[src/rtl/alu_seq_if.sv]
// Request/result handshake bundle for alu_seq.
// The master drives requests and takes results; the slave is the ALU.
interface alu_seq_if #(
  parameter int WIDTH = 32
);
  logic             valid_i;
  logic             ready_o;
  logic [3:0]       operator_i;
  logic [WIDTH-1:0] operand_a_i;
  logic [WIDTH-1:0] operand_b_i;
  logic             valid_o;
  logic             ready_i;
  logic [WIDTH-1:0] result_o;
  logic             comparison_result_o;
  logic             busy_o;

  modport master (
    output valid_i, operator_i, operand_a_i, operand_b_i, ready_i,
    input  ready_o, valid_o, result_o, comparison_result_o, busy_o
  );

  modport slave (
    input  valid_i, operator_i, operand_a_i, operand_b_i, ready_i,
    output ready_o, valid_o, result_o, comparison_result_o, busy_o
  );
endinterface

[src/rtl/alu_seq.sv]
// Sequential ALU: single-cycle ops done in 1 cycle, MUL/DIVU iterate one bit per cycle (WIDTH+1).
// One request in flight; ready only in IDLE, result held in DONE until the consumer takes it.
module alu_seq #(
  parameter int WIDTH = 32
) (
  input  logic     clk_i,
  input  logic     rst_i,
  alu_seq_if.slave bus
);
  localparam int SW = $clog2(WIDTH);
  localparam logic [SW-1:0] CNT_LAST = SW'(WIDTH - 1);

  typedef enum logic [1:0] {IDLE, ITER, DONE} state_t;

  state_t           state_q, state_d;
  logic [SW-1:0]    cnt_q;
  logic             is_mul_q;
  logic [WIDTH-1:0] a_q, b_q, acc_q;
  logic [WIDTH-1:0] result_q;
  logic             cmp_q;
  logic             ready_c, valid_c, busy_c;

  logic             is_iter_op;
  logic [WIDTH-1:0] single_res;
  logic             single_cmp;
  logic [WIDTH-1:0] mul_acc_d;
  logic [WIDTH:0]   rem_sh;
  logic             div_ge;
  logic [WIDTH-1:0] div_rem_d, div_quo_d;

  assign is_iter_op = (bus.operator_i[3:1] == 3'b111);

  always_ff @(posedge clk_i) begin
    if (rst_i) state_q <= IDLE;
    else       state_q <= state_d;
  end

  always_comb begin
    state_d = state_q;
    ready_c = 1'b0;
    valid_c = 1'b0;
    busy_c  = 1'b0;
    case (state_q)
      IDLE: begin
        ready_c = 1'b1;
        if (bus.valid_i) state_d = is_iter_op ? ITER : DONE;
      end
      ITER: begin
        busy_c = 1'b1;
        if (cnt_q == CNT_LAST) state_d = DONE;
      end
      DONE: begin
        valid_c = 1'b1;
        if (bus.ready_i) state_d = IDLE;
      end
      default: state_d = IDLE;
    endcase
  end

  // Single-cycle ops are evaluated straight from the inputs and registered at accept.
  always_comb begin
    logic [SW-1:0] shamt;
    logic          lts, ltu, eq;
    shamt      = bus.operand_b_i[SW-1:0];
    lts        = $signed(bus.operand_a_i) < $signed(bus.operand_b_i);
    ltu        = bus.operand_a_i < bus.operand_b_i;
    eq         = bus.operand_a_i == bus.operand_b_i;
    single_res = '0;
    single_cmp = 1'b0;
    case (bus.operator_i)
      4'b0000: single_res = bus.operand_a_i + bus.operand_b_i;
      4'b0001: single_res = bus.operand_a_i - bus.operand_b_i;
      4'b0010: single_res = bus.operand_a_i ^ bus.operand_b_i;
      4'b0011: single_res = bus.operand_a_i | bus.operand_b_i;
      4'b0100: single_res = bus.operand_a_i & bus.operand_b_i;
      4'b0101: single_res = $signed(bus.operand_a_i) >>> shamt;
      4'b0110: single_res = bus.operand_a_i >> shamt;
      4'b0111: single_res = bus.operand_a_i << shamt;
      4'b1000: single_cmp = lts;
      4'b1001: single_cmp = ltu;
      4'b1010: single_cmp = ~lts;
      4'b1011: single_cmp = ~ltu;
      4'b1100: single_cmp = eq;
      4'b1101: single_cmp = ~eq;
      default: single_cmp = 1'b0;
    endcase
    if (bus.operator_i[3] && !is_iter_op) single_res = {{(WIDTH-1){1'b0}}, single_cmp};
  end

  // Iteration step. MUL: acc += a when b[0], a<<=1, b>>=1.
  // DIVU: a_q shifts dividend bits out of its MSB into acc (remainder) and quotient bits in at its LSB.
  // With b=0 every trial subtract succeeds, so the quotient naturally ends up all ones.
  assign mul_acc_d = acc_q + (b_q[0] ? a_q : '0);
  assign rem_sh    = {acc_q, a_q[WIDTH-1]};
  assign div_ge    = rem_sh >= {1'b0, b_q};
  assign div_rem_d = div_ge ? (rem_sh[WIDTH-1:0] - b_q) : rem_sh[WIDTH-1:0];
  assign div_quo_d = {a_q[WIDTH-2:0], div_ge};

  always_ff @(posedge clk_i) begin
    if (rst_i) begin
      cnt_q    <= '0;
      is_mul_q <= 1'b0;
      a_q      <= '0;
      b_q      <= '0;
      acc_q    <= '0;
      result_q <= '0;
      cmp_q    <= 1'b0;
    end else begin
      case (state_q)
        IDLE: if (bus.valid_i) begin
          is_mul_q <= ~bus.operator_i[0];
          a_q      <= bus.operand_a_i;
          b_q      <= bus.operand_b_i;
          acc_q    <= '0;
          cnt_q    <= '0;
          if (!is_iter_op) begin
            result_q <= single_res;
            cmp_q    <= single_cmp;
          end
        end
        ITER: begin
          cnt_q <= cnt_q + 1'b1;
          if (is_mul_q) begin
            acc_q <= mul_acc_d;
            a_q   <= a_q << 1;
            b_q   <= b_q >> 1;
          end else begin
            acc_q <= div_rem_d;
            a_q   <= div_quo_d;
          end
          if (cnt_q == CNT_LAST) begin
            result_q <= is_mul_q ? mul_acc_d : div_quo_d;
            cmp_q    <= 1'b0;
          end
        end
        default: ;
      endcase
    end
  end

  assign bus.ready_o             = ready_c;
  assign bus.valid_o             = valid_c;
  assign bus.busy_o              = busy_c;
  assign bus.result_o            = result_q;
  assign bus.comparison_result_o = cmp_q;
endmodule

[src/flat_wrapper.sv]
// flat-port wrapper written by rule: the top's interface ports become plain ports
module alu_seq_flat 
#(
  parameter int WIDTH = 32
)
  (clk_i, rst_i, bus_valid_i, bus_operator_i, bus_operand_a_i, bus_operand_b_i, bus_ready_i, bus_ready_o, bus_valid_o, bus_result_o, bus_comparison_result_o, bus_busy_o);
  alu_seq_if #(.WIDTH(WIDTH)) bus_i ();
  input  logic clk_i;
  input  logic rst_i;
  input wire logic [$bits(bus_i.valid_i)-1:0] bus_valid_i;
  input wire logic [$bits(bus_i.operator_i)-1:0] bus_operator_i;
  input wire logic [$bits(bus_i.operand_a_i)-1:0] bus_operand_a_i;
  input wire logic [$bits(bus_i.operand_b_i)-1:0] bus_operand_b_i;
  input wire logic [$bits(bus_i.ready_i)-1:0] bus_ready_i;
  output wire logic [$bits(bus_i.ready_o)-1:0] bus_ready_o;
  output wire logic [$bits(bus_i.valid_o)-1:0] bus_valid_o;
  output wire logic [$bits(bus_i.result_o)-1:0] bus_result_o;
  output wire logic [$bits(bus_i.comparison_result_o)-1:0] bus_comparison_result_o;
  output wire logic [$bits(bus_i.busy_o)-1:0] bus_busy_o;
  assign bus_i.valid_i = bus_valid_i;
  assign bus_i.operator_i = bus_operator_i;
  assign bus_i.operand_a_i = bus_operand_a_i;
  assign bus_i.operand_b_i = bus_operand_b_i;
  assign bus_i.ready_i = bus_ready_i;
  assign bus_ready_o = bus_i.ready_o;
  assign bus_valid_o = bus_i.valid_o;
  assign bus_result_o = bus_i.result_o;
  assign bus_comparison_result_o = bus_i.comparison_result_o;
  assign bus_busy_o = bus_i.busy_o;
  alu_seq #(.WIDTH(WIDTH)) u_core (.clk_i(clk_i), .rst_i(rst_i), .bus(bus_i));
endmodule
[config.mk]
export PLATFORM = sky130hd
export DESIGN_NAME = alu_seq_flat
export DESIGN_NICKNAME = d
export VERILOG_FILES = /design/src/rtl/alu_seq_if.sv /design/src/rtl/alu_seq.sv /design/src/flat_wrapper.sv
export SDC_FILE = /design/constraint.sdc
export NUM_CORES = 1
export LEC_CHECK = 0
export CORE_UTILIZATION = 28
export CTS_CLUSTER_DIAMETER = 30
export DETAILED_ROUTE_END_ITERATION = 10
export GPL_TIMING_DRIVEN = 0
export PLACE_DENSITY = 0.47
export SYNTH_ARGS = -nofsm -noshare
export SYNTH_HDL_FRONTEND = slang
export SYNTH_SLANG_ARGS = --single-unit
export TNS_END_PERCENT = 30
[constraint.sdc]
create_clock -name clk_i -period 4.05 [get_ports clk_i]
set_input_delay 1.0125 -clock clk_i [delete_from_list [all_inputs] [get_ports clk_i]]
set_output_delay 1.0125 -clock clk_i [all_outputs]
set_load 0.01 [all_outputs]
Word-level counts from Yosys, hierarchy flattened

Cells that the tools add are included.

Muxes and demuxes: 33
Equality and inequality tests: 23
Bitwise gates (word level): 7
Reductions and logical operators: 10
Add/subtract/negate cells: 5
Shift operators: 3
Magnitude comparators: 3

Operator list:

| operator             | count |
|---|---|
| $mux W32             | 12 |
| $pmux W32 S2         | 4 |
| $pmux W32 S8         | 1 |
| $add A32 B32 Y32     | 2 |
| $lt A32 B32 Y1       | 2 |
| $sub A32 B32 Y32     | 2 |
| $ge A33 B32 Y1       | 1 |
| $and A32 B32 Y32     | 1 |
| $eq A32 B32 Y1       | 1 |
| $or A32 B32 Y32      | 1 |
| $shl A32 B5 Y32      | 1 |
| $shr A32 B5 Y32      | 1 |
| $sshr A32 B5 Y32     | 1 |
| $xor A32 B32 Y32     | 1 |
| $eq A4 B4 Y1 const B | 6 |
| $eq A4 B3 Y1 const B | 4 |
| $pmux W5 S2          | 1 |
| $eq A4 B2 Y1 const B | 2 |
| $mux W2              | 4 |
| $mux W1              | 7 |
| $ne A2 B2 Y1 const B | 3 |
| $pmux W1 S6          | 1 |
| $pmux W2 S3          | 1 |
| $reduce_and A3 Y1    | 2 |
| other kinds (17)     | 22 |

Output and inout bits: 36
Register bits: 137

Depth between registers and ports, before layout

Gate-level depths: netlist (run 1).

Word-level depth: 7
Gate-level depth with buffers: 15
Depth with buffers taken out: 14

Worst setup path after synthesis (run 1)

No wires, ideal clock.

Kind: input to register
Start: input port bus_operand_b_i[2]
End: register u_core.result_q[11] (netlist: u_core.bus.result_o[11])
Cell stages on the path: 15
Data arrival time: 4.079 ns
Buffers on the path: 3
Slack: -0.161 ns
Data required time: 3.918 ns
Path through: inv_1 buf_1 clkbuf_1 ha_1 buf_2 nor3_1 a221oi_2 nand2_1 a221o_1 a21oi_1 o22a_1 a31oi_1 a2111oi_0 o22a_1 a21oi_1

Longest elaborated chain between the ends: 6
Elaborated cells on any way between the ends: 10
Those cells by class: 2 x add/sub; 3 x shift; 5 x mux

RTL lines:

| what                                     | RTL line           | text |
|---|---|---|
| start: declaration                       | flat_wrapper.sv:13 | `input wire logic [$bits(bus_i.operand_b_i)-1:0] bus_operand_b_i;` |
| $sub A32 B32 Y32 (tied with other cells) | alu_seq.sv:72      | `4'b0001: single_res = bus.operand_a_i - bus.operand_b_i;` |
| $pmux W32 S8 *                           | alu_seq.sv:70      | `case (bus.operator_i)` |
| $mux W32 *                               | alu_seq.sv:87      | `if (bus.operator_i[3] && !is_iter_op) single_res = {{(WIDTH-1){1'b0}}, single_cmp};` |
| $mux W32 *                               | alu_seq.sv:116     | `if (!is_iter_op) begin` |
| $mux W32 *                               | alu_seq.sv:110     | `IDLE: if (bus.valid_i) begin` |
| $pmux W32 S2 *                           | alu_seq.sv:109     | `case (state_q)` |
| end signal: assignment                   | alu_seq.sv:117     | `result_q <= single_res;` |
| end signal: assignment                   | alu_seq.sv:132     | `result_q <= is_mul_q ? mul_acc_d : div_quo_d;` |
| end: declaration                         | alu_seq.sv:19      | `logic [WIDTH-1:0] result_q;` |

Mark *: on every way between the ends. The rest lies on a longest branch, timed or not. The select of a mux whose other input is x is not followed.
A chain may end at the register's enable or synchronous reset.

Worst setup path in the final report (run 1)

Start: input port bus_operand_b_i[1]
End: register u_core.result_q[3] (netlist: u_core.bus.result_o[3])

The elaborated chain is that of the path after synthesis.

==> metrics.txt, run 1 <==
CTS Buf Count=17; placed cell area=21100 um^2; synthesized area=18900 um^2; Reg clk slew, reported paths=70 ps; Die Span Y=262 um; FF/Latch Area=2740 um^2; drc violations=0; Fin Clk Skew=11.7 ps; final hold violations=0; relative slew slack=21.2%; unrepaired setup endpoints after global routing=true; R2R Path Start=u_core.b_q[0]; # IOs=108; CP Launch Type=primary input; Synth Warn #=0; Worst-Margin Slew=1180 ps; crit share post-route=102%; CTS Hold Bufs=0; syn_nets=2868; syn_area_per_cell=7.26 um^2; worst hold stages=2; layout cell share with drive strength beyond 1=13.7%; nets=3017; Clk Latency, worst-skew pair=440 ps; FP Rows=95; dpl hpwl=90800 um; total number of vias=22100; area growth from synthesis to layout=19.9%; Synth top area share=14.5%; Die Area=68700 um^2; Die X=262 um; maximum clock rate=0.241 GHz; Total Routed Length=112000 um; htree depth=4; sequential share of the synthesized area=14.5%; FF+latch count, synth=137; FFs w/ async S/R, synth=0%; Netlist cell types=92; synth top area cells=dfxtp_1 (14%), ha_1 (12%), mux4_2 (6.5%); Most used DFF post-synth=dfxtp_1; MaxCap Viol Count=0; Iter 0 DRT Violations=1740; CP Data Arrival Time=4440 ps; CORE AREA=67000 um^2; Worst Path Max Fanout=10; largest net degree at the start of global routing=17; r2r worst-path depth=13; data required time at the worst endpoint=4350 ps; Hold Crit Class=register to register; synthesized instance count=2611; Tot GR Track Use=32.0%; routed vias/inst=6.05; Slew Limit Fails=0; hold_sp=u_core.bus.comparison_result_o; RePlAce Congestion=1.00; Finished Cell Area=22700 um^2; deepest clock path buffer count=2; global-route wire length before repair=157000 um; status=complete, but fails checks; hold path endpoint=u_core.bus.comparison_result_o; wire per inst=30.6 um; initial core utilization=28.3%; WS Path Type=primary input to register; Hold Slack=464 ps; setup slack after layout=-94.3 ps; TritonRoute pass-1 iters=5; Clock Sinks=137; # diodes=0; r2r setup slk=180 ps; min cycle time layout=4140 ps; CTS tree=built; Pleak=9.36 nW; CTS root buf=clkbuf_16; Post-synth EDFFs=0; failing checks=negative setup slack; initial antenna violation count=2; multi-input gate area in the final layout=15400 um^2; setup violators final=4; gr ovfl total=0; maximum vdd ir drop=0.228 mV; Worst setup EP type=register; port buffer count=105; Crit Reg-Reg Endpoint=u_core.bus.result_o[27]; Synth area leader=dfxtp_1; number of global-route vias before repair=21800; most numerous cell in the Yosys netlist=nor2_1; P per Cell Area=256 nW/um^2; fill cell count=7249; Synth top cells by count=nor2_1 (304), nand2_1 (282), a21oi_1 (217); total power=5.82 mW; antenna viol nets, final=0
## worst max path at each step
stage	slack, ps	to	cells past startpoint	startpoint
floorplan	20	u_core.bus.result_o[11]	15	bus_operand_b_i[2]
global placement	-2830	u_core.bus.result_o[31]	15	bus_operand_b_i[2]
detailed placement	-2800	u_core.bus.result_o[25]	16	bus_operand_b_i[2]
CTS	-50	u_core.bus.result_o[19]	15	bus_operand_b_i[3]
global route	-60	u_core.bus.result_o[3]	12	bus_operator_i[0]
finish	-90	u_core.bus.result_o[3]	14	bus_operand_b_i[1]
## final cells by class
| type | instances | area share [%] |
|---|---|---|
| inverters | 148 | 2.55 |
| plain buffers | 182 | 4.45 |
| flip-flops and latches | 137 | 12.1 |
| repair buffers | 135 | 5.44 |
| well taps | 873 | 4.81 |
| clock buffers | 18 | 1.93 |
| multi-input cells | 2139 | 67.9 |
| clock inverters | 14 | 0.815 |
## layer usage
layer / up-vias / GRT usage [%] / wire [um]
met1: 10900 / 38.9 / 45200
met5: - / 0 / 13
met3: 265 / 3.24 / 6300
met4: 2 / 16.9 / 6880
met2: 977 / 55.5 / 53400
li1: 9964 / - / -
## logic make-up after synthesis
family,Yosys count,synth area share [%]
flops,137,14.5
xor+xnor,70,3.24
fa+ha+maj,185,12.4
simple gates,855,20.3
compound gates,906,32.3
buf+inv,335,7.03
mux,123,10.2
## state kept, by name (all words and copies together) (netlist names)
signal / flops
u_core.b_q: 32
u_core.acc_q: 32
u_core.bus.result_o: 32
u_core.bus.comparison_result_o: 1
u_core.state_q: 2
u_core.cnt_q: 5
u_core.a_q: 32
u_core.is_mul_q: 1
## placed cells by master, fill, tap and decap left out, drive strengths merged, types with 22 or more instances in the layout
cell type and instances:
and3 22, nand3 41, a311oi 68, dfxtp 137
clkbuf 154, o211ai 24, clkdlybuf4s50 50, nand2 283
a21oi 218, inv 146, a221oi 27, buf 94
xnor2 49, o21ai 179, a211oi 49, a21o 56
and2 47, ha 181, a31oi 44, o22ai 33
nor3 45, o31ai 25, nor2 304, mux2i 54
mux4 55
## critical path, cell delays in order
cell and delay [ps]:
buf_4 140, buf_12 160, buf_2 360, buf_2 410, buf_2 470, mux4_2 380
nor2_1 100, nor3_1 50, o21ai_0 380, a21oi_1 160, a211oi_2 400, o221ai_1 210
o21ai_0 130, nor2_1 60
## repair_timing
action	4_1_cts	5_1_grt
setup buffers	14	15
endpoints found under the hold margin	0	0
setup endpoints to repair	34	38
gates resized for setup	275	122
pin swaps	18	18
## report_power, final
group | total (mW) | internal [mW] | switching, mW | leakage [nW]
Combinational | 2.57 | 0.902 | 1.67 | 7.93
Sequential | 1.55 | 1.44 | 0.110 | 1.13
Clock | 1.70 | 1.00 | 0.697 | 0.308
## stage by stage
stage | TNS, ps | worst slack [ps] | utilization, % | cells
2_1_floorplan | 0 | 24.5 | - | 2611
3_3_place_gp | -73350 | -2830 | 31.5 | 3589
3_5_place_dp | -71210 | -2800 | 31.5 | 3590
4_1_cts | -167 | -51.7 | 33.5 | 3632
5_1_grt | -103 | -60.3 | 33.9 | 3646
6_report | -228 | -94.3 | 33.9 | 3646
(Power assumes the default switching activity.)
==> run 2: changes to the inputs <==
--- a/config.mk
+++ b/config.mk
@@ -10,6 +10,7 @@
 export DETAILED_ROUTE_END_ITERATION = 10
 export GPL_TIMING_DRIVEN = 0
 export PLACE_DENSITY = 0.47
+export SKIP_LAST_GASP = 1
 export SYNTH_ARGS = -nofsm -noshare
 export SYNTH_HDL_FRONTEND = slang
 export SYNTH_SLANG_ARGS = --single-unit
==> metrics.txt, run 2 (synthesis gave the netlist of run 1 again) <==
hold path endpoint=u_core.bus.comparison_result_o; port buffer count=105 (unchanged); crit share post-route=106% (+3.5 points); total number of vias=22000 (-0.25%); Iter 0 DRT Violations=1798 (+3.3%); setup TNS=-1440 ps (-1210 ps); commonest non-fill, non-tap cell in the layout=nor2_1; CP cell instances=clkdlybuf4s50_1, or3_1, nor2_1, clkbuf_1, a31oi_1, a31oi_1, o221a_2; # IOs=108 (unchanged); failing checks=negative setup slack; Hold Slack=467 ps (+2.85 ps); FF/Latch Area=2740 um^2 (unchanged); final core occ=33.7% (-0.16 points); r2r worst-path depth=13 (unchanged); initial core utilization=28.3% (unchanged); final hold violations=0 (unchanged); maximum vdd ir drop=0.227 mV (-0.77%); TritonRoute pass-1 iters=5 (unchanged); Internal=3.34 mW (-0.33%); drc violations=0 (unchanged); R2R Path Start=u_core.b_q[0]; setup slack after layout=-237 ps (-142 ps); Crit Reg-Reg Endpoint=u_core.bus.result_o[20]; RePlAce Congestion=1.00 (unchanged); antenna viol nets, final=0 (unchanged); Clk pwr share=29.3% (about the same); dpl hpwl=90800 um (unchanged); fill cell count=7246 (-0.041%); min cycle time layout=4290 ps (+142 ps); routed vias/inst=6.06 (+0.11%); wire per inst=30.7 um (+0.29%); Reg clk slew, reported paths=60 ps (about the same); CP Launch Type=primary input; commonest cells after routing, fill and taps aside=nor2_1 (298), nand2_1 (281), a21oi_1 (202); Reg power frac=26.7% (about the same); status=complete, but fails checks; setup violators final=16 (+12); area growth from synthesis to layout=19.3%; Hold Crit Class=register to register; CTS Buf Count=17 (unchanged); Slew Limit Fails=0 (unchanged); CP Data Arrival Time=4670 ps (+230 ps); worst hold stages=2 (unchanged); CTS root buf=clkbuf_16; maximum clock rate=0.233 GHz (-3.3%); unrepaired setup endpoints after global routing=true; Fin Clk Skew=12.0 ps (+0.310 ps); gr ovfl total=0 (unchanged); Die Span Y=262 um (unchanged); Clock Sinks=137 (unchanged); number of global-route vias before repair=21800 (+0.050%); relative slew slack=22.3% (+1.1 points); CP most frequent cell=a31oi_1; Tot GR Track Use=32.0% (about the same); CORE AREA=67000 um^2 (unchanged); net switching power=2.47 mW (about the same); Clk Latency, worst-skew pair=450 ps (about the same); Worst-Margin Slew=1160 ps (-17.1 ps); P per Cell Area=257 nW/um^2 (+0.25%); htree depth=4 (unchanged); Die X=262 um (unchanged); nets=3002 (-0.50%); hold_sp=u_core.bus.comparison_result_o; largest net degree at the start of global routing=17 (unchanged); FP Rows=95 (unchanged); global-route wire length before repair=157000 um (about the same); deepest clock path buffer count=2 (unchanged); Pleak=9.29 nW (-0.77%); multi-input gate area in the final layout=15400 um^2 (about the same); initial antenna violation count=2 (unchanged); Worst path max stage delay=800 ps (+330 ps); MaxCap Viol Count=0 (unchanged); Worst setup EP type=register; Die Area=68700 um^2 (unchanged); data required time at the worst endpoint=4440 ps (+90 ps); r2r setup slk=220 ps (+40 ps); layout cell share with drive strength beyond 1=12.8% (-0.87 points); slowest stage cell, crit path=clkbuf_1; Worst Path Max Fanout=10 (unchanged); Total Routed Length=112000 um (about the same); Gate power share=44.0% (about the same); CTS tree=built; WS Path Type=primary input to register; fraction of power spent switching nets=42.6% (+0.068 points)
-- run 2: cell types whose count changed in the layout (fill, tap and decap cells not counted), moves of 2 or more --
cell             delta
inv_1               +2
diode_2             +2
clkdlybuf4s15_2     +4
buf_2               -5
clkbuf_2            -3
clkdlybuf4s50_1     +3
o21ai_0             +2
a21boi_1            +2
buf_4              -12
-- run 2: critical path, delay by kind of cell --
family	cells	cell delay [ps]
buffers and inverters	2	1470
AOI/OAI and AO/OA	3	790
and+or+nand+nor	2	1380
-- run 2: worst max-delay path by stage --
stage,startpoint,to,slack (ps),cells past startpoint
after global routing,bus_operand_b_i[1],u_core.bus.result_o[19],-160,16
after detailed placement,bus_operand_b_i[2],u_core.bus.result_o[25],-2800,16
final,bus_operator_i[3],u_core.bus.result_o[21],-240,7
after CTS,bus_operator_i[1],u_core.bus.result_o[4],-130,10
after global placement,bus_operand_b_i[2],u_core.bus.result_o[31],-2830,15
after floorplan,bus_operand_b_i[2],u_core.bus.result_o[11],20,15
-- run 2: routing by layer --
| metal | vias to the layer above | wire [um] | GRT usage (%) | share of wire, % |
|---|---|---|---|---|
| met5 | - | 13 | 0 | 0.012 |
| li1 | 9936 | - | - | - |
| met1 | 10800 | 45500 | 38.9 | 41 |
| met3 | 266 | 6020 | 3.20 | 5.4 |
| met4 | 2 | 6800 | 17.0 | 6.1 |
| met2 | 980 | 53300 | 55.5 | 48 |
-- run 2: cell type report --
class | count | area share, %
diodes | 2 | 0.0221
well taps | 873 | 4.83
repair buffers | 122 | 5.16
flip-flops and latches | 137 | 12.1
clock inverters | 14 | 0.819
multi-input cells | 2139 | 68.2
clock buffers | 18 | 1.94
plain buffers | 180 | 4.38
inverters | 148 | 2.53
-- run 2: power groups by stage --
| stage | sequential [mW] | combinational [mW] | clock (mW) |
|---|---|---|---|
| after detailed placement | 1.58 | 2.36 | 0 |
| after floorplan | 1.54 | 1.40 | 0 |
| final | 1.55 | 2.55 | 1.70 |
| after CTS | 1.55 | 2.47 | 1.72 |
| after global routing | 1.56 | 2.69 | 1.77 |
| after global placement | 1.58 | 2.37 | 0 |
-- run 2: metrics by stage --
stage	instance area [um^2]	total power, mW	cells	setup slack (ps)
finish	22600	5.81	3633	-237
global route	22600	6.02	3631	-160
CTS	22500	5.74	3632	-128
detailed placement	21100	3.94	3590	-2800
global placement	21100	3.95	3589	-2830
floorplan	19000	2.94	2611	24.5
-- run 2: what timing repair did --
action	CTS	global route
setup buffers	14	2
setup endpoints to repair	34	38
resized for setup	255	106
hold buffers	0	0
pin swaps	17	12
